**src/rtl/clq_dispatch_pkg.sv**
```systemverilog
// clq_dispatch_pkg: shared SAT types and constants for the CLQ dispatch block.
package clq_dispatch_pkg;
    localparam int LIT_IDX_MAX = 127;
    localparam int CLQ_DEPTH = 64;
    typedef logic [$clog2(LIT_IDX_MAX+1):0] lit_t;
    typedef logic [$clog2(CLQ_DEPTH)-1:0] ptr_t;
    typedef enum logic [1:0] {IDLE, LOOKUP, DISPATCH} state_t;
endpackage

```
**src/rtl/clq_dispatch_rr_arbiter.sv**
```systemverilog
// rr_arbiter: grants the first requester at or above base, wrapping modulo N.
module rr_arbiter #(
    parameter int N = 4
) (
    input  logic [N-1:0]         req,
    input  logic [$clog2(N)-1:0] base,
    output logic [N-1:0]         grant,
    output logic                 found
);
    int sel;
    // Second pass overrides the wrapped pick with the lowest index at or above base.
    always_comb begin
        sel = 0;
        found = 1'b0;
        for (int k = N-1; k >= 0; k--) if (req[k]) begin sel = k; found = 1'b1; end
        for (int k = N-1; k >= 0; k--) if (req[k] && k >= int'(base)) sel = k;
        grant = found ? N'(1) << sel : '0;
    end
endmodule

```
**src/rtl/clq_dispatch.sv**
```systemverilog
// clq_dispatch: looks up CLQ head nodes for unit literals and starts free BCP engines round-robin.
// Optional CLQ_DISPATCH_DEDUP_EN discards literals already in flight and counts them in dup_cnt.
module clq_dispatch
    import clq_dispatch_pkg::*;
#(
    parameter int NUM_BCP = 4,
    parameter int DROP_CNT_W = 16
) (
    input  logic                  clk,
    input  logic                  rst_n,
    input  lit_t                  uc_lit,
    input  logic                  uc_valid,
    output logic                  uc_ready,
    output lit_t                  clq_uc_rqst,
    output logic                  clq_uc_rqst_valid,
    input  ptr_t                  clq_init_ptr,
    input  logic                  clq_init_ptr_valid,
    output logic [NUM_BCP-1:0]    bcp_start,
    output ptr_t                  bcp_init_ptr,
    output lit_t                  bcp_lit,
    input  logic [NUM_BCP-1:0]    bcp_done,
    output logic [DROP_CNT_W-1:0] drop_cnt,
`ifdef CLQ_DISPATCH_DEDUP_EN
    output logic [DROP_CNT_W-1:0] dup_cnt,
`endif
    output logic                  idle
);
    localparam int PW = $clog2(NUM_BCP);

    state_t state, state_n;
    lit_t hold_lit;
    ptr_t hold_ptr;
    logic [NUM_BCP-1:0] inflight, grant;
    logic [PW-1:0] rr_ptr, rr_n;
    logic found, drop_inc, dup;

    rr_arbiter #(.N(NUM_BCP)) u_arb (
        .req(~inflight),
        .base(rr_ptr),
        .grant(grant),
        .found(found)
    );

`ifdef CLQ_DISPATCH_DEDUP_EN
    lit_t eng_lit [NUM_BCP];
    logic [NUM_BCP-1:0] match;
    always_comb begin
        match = '0;
        for (int k = 0; k < NUM_BCP; k++) match[k] = inflight[k] && eng_lit[k] == uc_lit;
        dup = |match;
    end
    always_ff @(posedge clk or posedge rst_n) begin
        if (rst_n) begin
            dup_cnt <= '0;
            for (int k = 0; k < NUM_BCP; k++) eng_lit[k] <= '0;
        end else begin
            if (state == IDLE && uc_valid && dup && dup_cnt != '1) dup_cnt <= dup_cnt + 1'b1;
            for (int k = 0; k < NUM_BCP; k++) if (bcp_start[k]) eng_lit[k] <= hold_lit;
        end
    end
`else
    assign dup = 1'b0;
`endif

    always_comb begin
        state_n = state;
        uc_ready = 1'b0;
        clq_uc_rqst = '0;
        clq_uc_rqst_valid = 1'b0;
        bcp_start = '0;
        bcp_init_ptr = '0;
        bcp_lit = '0;
        rr_n = rr_ptr;
        drop_inc = 1'b0;
        unique case (state)
            IDLE: begin
                uc_ready = 1'b1;
                state_n = (uc_valid && !dup) ? LOOKUP : IDLE;
            end
            LOOKUP: begin
                clq_uc_rqst = hold_lit;
                clq_uc_rqst_valid = 1'b1;
                drop_inc = !clq_init_ptr_valid;
                state_n = clq_init_ptr_valid ? DISPATCH : IDLE;
            end
            DISPATCH: if (found) begin
                bcp_start = grant;
                bcp_init_ptr = hold_ptr;
                bcp_lit = hold_lit;
                state_n = IDLE;
                for (int k = 0; k < NUM_BCP; k++)
                    if (grant[k]) rr_n = (k == NUM_BCP-1) ? '0 : PW'(k+1);
            end
            default: state_n = IDLE;
        endcase
        idle = state == IDLE && inflight == '0;
    end

    always_ff @(posedge clk or posedge rst_n) begin
        if (rst_n) begin
            state <= IDLE;
            hold_lit <= '0;
            hold_ptr <= '0;
            inflight <= '0;
            rr_ptr <= '0;
            drop_cnt <= '0;
        end else begin
            state <= state_n;
            if (uc_ready && uc_valid) hold_lit <= uc_lit;
            if (state == LOOKUP && clq_init_ptr_valid) hold_ptr <= clq_init_ptr;
            inflight <= (inflight & ~bcp_done) | bcp_start;
            rr_ptr <= rr_n;
            if (drop_inc && drop_cnt != '1) drop_cnt <= drop_cnt + 1'b1;
        end
    end
endmodule
```
**config.mk**
```make
export PLATFORM = sky130hd
export DESIGN_NAME = clq_dispatch
export DESIGN_NICKNAME = d
export VERILOG_FILES = /design/src/rtl/clq_dispatch_pkg.sv /design/src/rtl/clq_dispatch_rr_arbiter.sv /design/src/rtl/clq_dispatch.sv
export SDC_FILE = /design/constraint.sdc
export NUM_CORES = 1
export LEC_CHECK = 0
export ABC_CLOCK_PERIOD_IN_PS = 3100
export BUFFER_PORTS_ARGS = -buffer_cell sky130_fd_sc_hd__buf_4
export CELL_PAD_IN_SITES_DETAIL_PLACEMENT = 1
export CELL_PAD_IN_SITES_GLOBAL_PLACEMENT = 1
export CORE_UTILIZATION = 40
export DETAILED_ROUTE_END_ITERATION = 10
export PLACE_DENSITY = 0.85
export SLEW_MARGIN = 40
export SYNTH_ARGS = -nofsm -noshare
export SYNTH_HDL_FRONTEND = slang
export SYNTH_SLANG_ARGS = --single-unit
```
**constraint.sdc**
```tcl
create_clock -name clk -period 3.1 [get_ports clk]
set_clock_uncertainty 0.1 [all_clocks]
set_input_delay 0.465 -clock clk [delete_from_list [all_inputs] [get_ports clk]]
set_output_delay 0.465 -clock clk [all_outputs]
set_load 0.005 [all_outputs]
```
==> metrics.md, run 1 <==
| Metric | Value |
|---|---|
| Maxcap violations | `0` |
| Row count | `24` |
| Lkg Pwr | `0.00131 uW` |
| Worst-Skew Late Latency | `280 ps` |
| Syn_area_per_cell | `10.7 um^2` |
| I/O Buffers | `66` |
| Cell area power density | `548 nW/um^2` |
| Post-synth top cells | `dfrtp_1 (38), and3_1 (16), mux2_2 (15)` |
| CP endpoint kind | `output port` |
| Status | `finished, final reports clean` |
| Mapped Area | `1940 um^2` |
| Element type at the critical path start | `register` |
| Number of buffers created by CTS | `5` |
| Clk root buf | `clkbuf_8` |
| Flop2flop setup slack | `1070 ps` |
| CP top delay family | `flip-flops` |
| Yosys top cell area share | `48.9%` |
| Starting Density | `43.1%` |
| Cell variety after synth | `40` |
| Crit-path cells | `mux2_2, o221ai_1, o211ai_1, inv_1, buf_4` |
| # diodes | `0` |
| Global-route wire length before repair | `8270 um` |
| Post-CTS sizing | `0` |
| Hold crit path type | `in2async` |
| Power share of the clock group | `24.4%` |
| CP Max Fanout | `7` |
| Setup Buffers After CTS | `0` |
| Simple-Gate Fraction of Synth Area | `24.1%` |
| Fin util | `57.3%` |
| Worst Path Required | `2530 ps` |
| Min Clock Period, post-route | `2340 ps` |
| Nets | `273` |
| Total clock sinks | `38` |
| Fmax | `0.428 GHz` |
| Wirelength per Cell | `16.8 um` |
| Critical path buffers and inverters | `2` |
| H-tree levels | `2` |
| Final setup fails | `0` |
| Post-Syn Instances | `181` |
| Critical Path Stages | `5` |
| Syn Nets | `204` |
| Synth top area cells | `dfrtp_1 (49%), mux2_2 (8.7%), and3_1 (5.2%)` |
| Routability Congestion | `0.778` |
| Total negative setup slack | `0 ps` |
| RSZ-0062 raised after global routing | `no` |
| Net Switching | `430 uW` |
| R2R depth | `5` |
| Hold Fails Final Rpt | `0` |
| FF-to-FF End | `drop_cnt[1]` |
| Clock buffer depth | `2` |
| Slew HR | `48.2%` |
| Synth Area in Adders | `0.644%` |
| R2r startpoint | `drop_cnt[0]` |
| Routed Antenna Nets | `0` |
| Post-synth EDFFs | `0` |
| Worst-Margin Slew | `775 ps` |
| Post-synth ARST share | `100%` |
| Post-DP Area | `2490 um^2` |
| Vias/cell | `5.48` |
| Synth Area in Compound Gates | `8.24%` |
| # fillers | `532` |
| Final instance area | `2580 um^2` |
| Most frequent cell after synthesis | `dfrtp_1` |
| Yosys warning total | `0` |
| Die Ht | `71.7 um` |
| Share of cells above drive strength 1 | `39.0%` |
| DRT Pass-1 Iters | `4` |
| CP Launch Point | `rr_ptr[1]` |
| Kind of critical path | `reg2out` |
| Fin crit share | `75.4%` |
| Cell internal pwr | `985 uW` |
| Largest net degree at the start of global routing | `28` |
| CTS clock-pin slew for the worst setup and hold paths | `80 ps` |
| Yosys reg bits | `38` |
| Die X | `71.7 um` |
| Initial antenna violation count | `0` |
| Worst hold slack | `109 ps` |
| Xor-xnor portion of the synthesized cell area | `6.31%` |
| Area grow syn2layout | `32.8%` |
| Hold-fix buffers, CTS | `0` |
| Max incr delay on CP | `470 ps` |
| GRT Total Usage | `20.7%` |
| Grt total ovfl | `0` |
| Sequential area share after synthesis | `48.9%` |
| Area leader, netlist | `dfrtp_1` |
| Pins over their slew limit | `0` |
| Iter 0 DRT Violations | `62` |
| DRC | `0` |
| CTS tree | `done` |
| Combinational Power Share | `27.0%` |
| IO Count | `67` |
| WL final | `5100 um` |
| Core footprint | `4500 um^2` |
| Switching Share | `30.4%` |
| Vias in the first global route | `1,671` |
| VDD IR-drop max | `282 uV` |
| Seq pwr share | `48.6%` |
| CP max-delay cell | `dfrtp_1` |
| Via count | `1,659` |
| Full die area | `5140 um^2` |
| Post-synth top flop | `dfrtp_1` |
| Multiplexer share of the synthesized area | `9.47%` |
| CP Capture Point | `bcp_start[0]` |
| Placed wire-length estimate | `3820 um` |
| Main combinational cell family by area after synthesis | `simple AND/OR/NAND/NOR gates` |
| WP data arrival | `1770 ps` |
power groups by stage:
stage | clock network, uW | logic [uW] | registers, uW
after floorplan | 0 | 225 | 670
after CTS | 353 | 390 | 687
after global routing | 375 | 417 | 704
after detailed placement | 0 | 386 | 695
final | 346 | 382 | 687
after global placement | 0 | 370 | 691
metal layers:
metal	wire length, um	up-vias	share of wire (%)	track usage (%)
li1	-	791	-	-
met1	2240	818	44	25.9
met2	2610	45	51	35.6
met3	205	5	4.0	4.92
met4	44	0	0.86	5.66
met5	0	-	0	0
metrics by stage:
stage / cells / worst slack, ps / total power, uW
after floorplan: 181 / 1270 / 895
after global placement: 295 / 1050 / 1060
after detailed placement: 295 / 1060 / 1080
after CTS: 303 / 738 / 1430
after global routing: 303 / 570 / 1500
final: 303 / 763 / 1410
worst min-delay path by stage:
stage	start	endpoint	slack [ps]
after floorplan	hold_ptr[0]	hold_ptr[0]	370
after global placement	hold_ptr[4]	hold_ptr[4]	380
after detailed placement	hold_ptr[5]	hold_ptr[5]	390
after CTS	rst_n	drop_cnt[13]	130
after global routing	rst_n	drop_cnt[15]	140
final	rst_n	drop_cnt[15]	110
registers in the layout (all words and copies together), names as in the netlist:
signal    cells
drop_cnt     16
hold_lit      8
hold_ptr      6
inflight      4
rr_ptr        2
state         2
logic make-up after synthesis:
logic type      Yosys count
compound gates           24
xor+xnor                 14
fa+ha+maj                 1
simple gates             77
buf+inv                  11
mux                      16
flops                    38
layout make-up:
type	instances	area (um^2)	area share [%]
repair buffers	67	503	19.5
well taps	52	65.1	2.52
inverters	6	22.5	0.873
clock inverters	1	5.00	0.194
clock buffers	7	86.3	3.34
flip-flops and latches	38	951	36.8
multi-input cells	132	948	36.7
layout by cell type (no fill, tap or decap), types with 3 or more instances in the layout:
cell type,synthesis,layout
a21oi_1,5,5
and2_1,10,10
nand2_1,10,10
nand3_1,6,6
and4_1,3,3
inv_1,6,6
o22ai_1,3,3
nor2_1,7,7
xor2_1,9,9
clkbuf_8,0,6
dfrtp_1,38,38
xnor2_1,5,5
nand4_1,9,9
o21ai_0,5,5
nor3_1,3,3
mux2_2,15,15
and3_1,16,16
buf_4,0,67
Note: power is estimated with default switching activity, not from simulation.
==> run 2: changes to the inputs <==
ABC_CLOCK_PERIOD_IN_PS = 1900   (was 3100)
CORE_UTILIZATION = 34   (was 40)
PLACE_DENSITY = 0.77   (was 0.85)
clock period = 1.9 ns   (was 3.1 ns; I/O delays follow)
==> metrics.md, run 2 (synthesis results as in run 1) <==
| Metric | Value |
|---|---|
| Maxcap violations | `0 (unchanged)` |
| I/O Buffers | `66 (unchanged)` |
| IO Count | `67 (unchanged)` |
| Final setup fails | `19 (+19)` |
| DRT Pass-1 Iters | `4 (unchanged)` |
| Pre-CTS setup slack | `19.2 ps (-1040 ps)` |
| Area grow syn2layout | `43.9%` |
| Grt total ovfl | `0 (unchanged)` |
| Clk root buf | `clkbuf_8` |
| Clock buffer depth | `2 (unchanged)` |
| Hold crit path type | `in2async` |
| Full die area | `6020 um^2 (+17%)` |
| Starting Density | `35.3% (-7.9 points)` |
| Kind of critical path | `reg2out` |
| Row count | `27 (+13%)` |
| Cell area power density | `874 nW/um^2 (+60%)` |
| Routed Antenna Nets | `0 (unchanged)` |
| Fin worst setup slack | `-161 ps (-924 ps)` |
| CP endpoint kind | `output port` |
| Post-DP Area | `2570 um^2 (+3.1%)` |
| Largest reg by FF count | `drop_cnt` |
| Hold-fix buffers, CTS | `0 (unchanged)` |
| Slew HR | `65.9% (+18 points)` |
| Share of cells above drive strength 1 | `47.9% (+8.9 points)` |
| Wirelength per Cell | `15.8 um (-5.9%)` |
| Combinational Power Share | `32.3% (+5.3 points)` |
| Element type at the critical path start | `register` |
| Hold Fails Final Rpt | `0 (unchanged)` |
| Worst-Skew Late Latency | `290 ps (about the same)` |
| Initial antenna violation count | `0 (unchanged)` |
| H-tree levels | `2 (unchanged)` |
| Seq pwr share | `46.1% (-2.5 points)` |
| Core footprint | `5510 um^2 (+22%)` |
| Commonest non-fill, non-tap cell in the layout | `buf_4` |
| Worst Path Required | `1510 ps (-1020 ps)` |
| RSZ-0062 raised after global routing | `yes` |
| Commonest cells after routing, fill and taps aside | `buf_4 (81), dfrtp_1 (33), and3_1 (16)` |
| Net Switching | `766 uW (+78%)` |
| CTS tree | `done` |
| WP data arrival | `1680 ps (-90 ps)` |
| GRT Total Usage | `17.7% (-3.0 points)` |
| Min Clock Period, post-route | `2060 ps` |
| Max reg flops | `16 (unchanged)` |
| Fmax | `0.485 GHz` |
| Placed wire-length estimate | `3640 um (-4.6%)` |
| Switching Share | `31.3% (+0.95 points)` |
| CP Max Fanout | `5 (-2)` |
| Number of buffers created by CTS | `5 (unchanged)` |
| Power share of the clock group | `21.6% (-2.8 points)` |
| Failing checks | `setup timing` |
| Largest net degree at the start of global routing | `39 (+39%)` |
| Cell internal pwr | `1680 uW (+70%)` |
| Status | `complete, but fails checks` |
| VDD IR-drop max | `425 uV (+51%)` |
| Die Ht | `77.6 um (+8.2%)` |
| Top flop regs | `drop_cnt: 16 flops, hold_lit: 8 flops, hold_ptr: 6 flops` |
| Flop2flop setup slack | `80 ps (-990 ps)` |
| WL final | `5370 um (+5.3%)` |
| Fin crit share | `108%` |
| Global-route wire length before repair | `8420 um (+1.9%)` |
| Lkg Pwr | `0.00141 uW (+7.2%)` |
| Pins over their slew limit | `0 (unchanged)` |
| CTS clock-pin slew for the worst setup and hold paths | `80 ps (about the same)` |
| # diodes | `0 (unchanged)` |
| Final instance area | `2800 um^2 (+8.3%)` |
| Total clock sinks | `38 (unchanged)` |
| DRC | `0 (unchanged)` |
| Vias/cell | `5.07 (-7.3%)` |
| Iter 0 DRT Violations | `72 (+16%)` |
| Vias in the first global route | `1,746 (+4.5%)` |
| Nets | `290 (+6.2%)` |
| Via count | `1,720 (+3.7%)` |
| Total Power | `2440 uW (+73%)` |
| Worst-Margin Slew | `511 ps (-263 ps)` |
| Die X | `77.6 um (+8.2%)` |
| Routability Congestion | `0.779 (about the same)` |
==> run 2: cell count changes in the layout (fill, tap and decap cells not counted), sizes merged <==
cell / before / now
buf: 67 / 84
clkinv: 1 / 0
==> run 2: power groups by stage <==
stage                     registers, uW  clock network, uW  logic, uW
after CTS                          1120                541        732
after global placement             1130                  0        608
after detailed placement           1140                  0        623
final                              1130                528        789
after floorplan                    1090                  0        367
after global routing               1160                575        860
==> run 2: cell type report <==
type                    instances  area, um^2
multi-input cells             132        1010
fillers                       626        2710
clock buffers                   7        76.3
flip-flops and latches         38         957
repair buffers                 84         636
well taps                      72        90.1
inverters                       6        22.5
==> run 2: final timing paths <==
check                       startpoint            to  cells past startpoint
setup / recovery           inflight[3]  bcp_start[1]                      5
hold / removal                   rst_n   inflight[1]                      3
setup reg to reg              state[1]   drop_cnt[8]                      4
hold reg to reg            hold_ptr[5]   hold_ptr[5]                      1
max in group asynchronous        rst_n   inflight[0]                      3
min in group clk           bcp_done[0]   inflight[0]                      2
==> run 2: stage by stage <==
stage	std cells	TNS, ps	hold slack (ps)	utilization (%)
after floorplan	181	0	281	-
after global placement	322	0	344	46.6
after CTS	333	-373	34.5	49.5
after detailed placement	322	0	347	46.6
after global routing	339	-3170	54.0	50.8
final	339	-1580	14.6	50.8
==> run 2: worst max-delay path: stages (launching register included) <==
cell and delay, ps:
dfrtp_1 440, o21ba_4 240, o221ai_2 110, or3_4 370, nor2_2 120, buf_4 110
==> run 2: what timing repair did <==
item / CTS / global route
endpoints found under the setup margin: 18 / 12
pin swaps: 3 / 0
gates cloned: 0 / 1
setup buffers: 4 / 5
gates resized for setup: 14 / 9
endpoints found under the hold margin: 0 / 0
==> run 2: layer usage <==
metal	vias to the layer above	routed length (um)	GRT usage, %
met5	-	0	0
met4	0	51	6.23
met3	5	210	2.94
met2	38	2690	29.7
met1	853	2420	22.8
li1	824	-	-
==> run 3: changes to the inputs <==
CORE_ASPECT_RATIO = 0.75   (was unset)
==> metrics.md, run 3 (synthesis results as in run 1) <==
| Metric | Value |
|---|---|
| Status | `complete, but fails checks` |
| Failing checks | `setup timing` |
| Nets | `286 (-1.4%)` |
| GRT Total Usage | `20.3% (+2.6 points)` |
| Core footprint | `5410 um^2 (-1.7%)` |
| Pins over their slew limit | `0 (unchanged)` |
| DRC | `0 (unchanged)` |
| Fin crit share | `107% (-1.0 points)` |
| Fin worst setup slack | `-141 ps (+19.8 ps)` |
| Clk root buf | `clkbuf_8` |
| Grt total ovfl | `0 (unchanged)` |
| I/O Buffers | `66 (unchanged)` |
| CP endpoint kind | `output port` |
| Share of cells above drive strength 1 | `47.0% (-0.97 points)` |
| WP data arrival | `1660 ps (-20 ps)` |
| # diodes | `0 (unchanged)` |
| Row count | `23 (-15%)` |
| Final non-filler cell total | `339 (unchanged)` |
| Vias in the first global route | `1,764 (+1.0%)` |
| Die X | `89.3 um (+15%)` |
| Worst-Skew Late Latency | `290 ps (about the same)` |
| Starting Density | `35.9% (+0.63 points)` |
| Placed wire-length estimate | `3960 um (+8.9%)` |
| Iter 0 DRT Violations | `38 (-47%)` |
| RSZ-0062 raised after global routing | `yes` |
| Lkg Pwr | `0.00142 uW (+1.0%)` |
| Commonest cells after routing, fill and taps aside | `buf_4 (78), dfrtp_1 (34), and3_1 (16)` |
| Global-route wire length before repair | `8960 um (+6.3%)` |
| Min Clock Period, post-route | `2040 ps (-19.8 ps)` |
| Max reg flops | `16 (unchanged)` |
| Routed Antenna Nets | `0 (unchanged)` |
| Flop2flop setup slack | `130 ps (+50 ps)` |
| Top flop regs | `drop_cnt: 16 flops, hold_lit: 8 flops, hold_ptr: 6 flops` |
| Final setup fails | `4 (-15)` |
| Largest reg by FF count | `drop_cnt` |
| DRT Pass-1 Iters | `6 (+2)` |
| Routability Congestion | `0.747 (-4.1%)` |
| Vias/cell | `5.09 (+0.23%)` |
| Total negative setup slack | `-420 ps (+1160 ps)` |
| Area grow syn2layout | `46.1%` |
| Maxcap violations | `0 (unchanged)` |
| Element type at the critical path start | `register` |
| Clock buffer depth | `2 (unchanged)` |
| Initial antenna violation count | `0 (unchanged)` |
| Kind of critical path | `reg2out` |
| Post-DP Area | `2580 um^2 (+0.44%)` |
| Total Power | `2770 uW (+13%)` |
| Largest net degree at the start of global routing | `39 (unchanged)` |
| Cell area power density | `974 nW/um^2 (+11%)` |
| Slew HR | `66.4% (+0.46 points)` |
| Full die area | `6020 um^2 (about the same)` |
| Total clock sinks | `38 (unchanged)` |
| Hold Fails Final Rpt | `0 (unchanged)` |
| IO Count | `67 (unchanged)` |
| Number of buffers created by CTS | `5 (unchanged)` |
| Final instance area | `2840 um^2 (+1.5%)` |
| VDD IR-drop max | `373 uV (-12%)` |
| Placed Cells | `326 (+1.2%)` |
| Worst-Margin Slew | `504 ps (-6.86 ps)` |
| CTS tree | `done` |
| H-tree levels | `2 (unchanged)` |
| WL final | `5630 um (+4.8%)` |
| Die Ht | `67.5 um (-13%)` |
| Fmax | `0.490 GHz (+0.97%)` |
| Wirelength per Cell | `16.6 um (+4.8%)` |
| CP Max Fanout | `5 (unchanged)` |
| Worst Path Required | `1510 ps (about the same)` |
| Hold crit path type | `in2async` |
| Via count | `1,724 (+0.23%)` |
| Commonest non-fill, non-tap cell in the layout | `buf_4` |
| CTS clock-pin slew for the worst setup and hold paths | `80 ps (about the same)` |
run 3: changes by cell type in the layout (fill, tap and decap cells not counted), sizes merged:
cell    before  now
clkinv       0    1
clkbuf       7    5
buf         84   80
bufinv       0    2
run 3: repair_timing:
| item | CTS | global route |
|---|---|---|
| pin swaps | 3 | 5 |
| hold buffers | 0 | 0 |
| setup buffers | 4 | 1 |
| gates resized for setup | 14 | 7 |
| setup endpoints to repair | 19 | 14 |
run 3: worst paths after layout:
path	from	endpoint	cells after the start
min in group clk	bcp_done[0]	inflight[0]	2
worst min-delay path	rst_n	drop_cnt[15]	3
worst max register to register	state[0]	drop_cnt[8]	4
worst max-delay path	inflight[3]	bcp_start[1]	5
max in group asynchronous	rst_n	inflight[3]	3
worst min register to register	hold_ptr[1]	hold_ptr[1]	1
run 3: where the power goes:
part           internal (uW)  switching [uW]  leakage [uW]
clock                    526             312     0.0000683
combinational            459             337      0.000874
sequential               962             170      0.000478
total                   1950             819       0.00142
run 3: layout make-up:
type / instances / area (um^2)
fill: 620 / 2570
multi-input combinational: 132 / 1020
sequential: 38 / 956
timing repair buffer: 80 / 608
tap: 75 / 93.8
clock buffer: 5 / 68.8
clock inverter: 3 / 68.8
inverter: 6 / 22.5
run 3: through the flow:
step                      util (%)  setup WS [ps]  hold slack (ps)
after floorplan                  -           88.9              281
after global routing          52.5           -195             52.7
final                         52.5           -141             15.2
after global placement        47.7           71.2              349
after detailed placement      47.7           40.0              353
after CTS                     51.6           -165             27.1
run 3: critical path, stage by stage, from the launching register on:
cell and delay, ps:
dfrtp_2 450, o21ba_4 250, o221ai_4 120, or3_4 360, nor2_4 90, buf_6 90
run 3: routing by layer:
layer  share of wire, %  routed length, um  up-vias  GRT usage [%]
li1                   -                  -      812              -
met1                 47               2650      852           26.8
met2                 46               2570       56           32.6
met3                6.6                374        4           6.23
met4               0.64                 36        0           4.76
met5                  0                  0        -              0
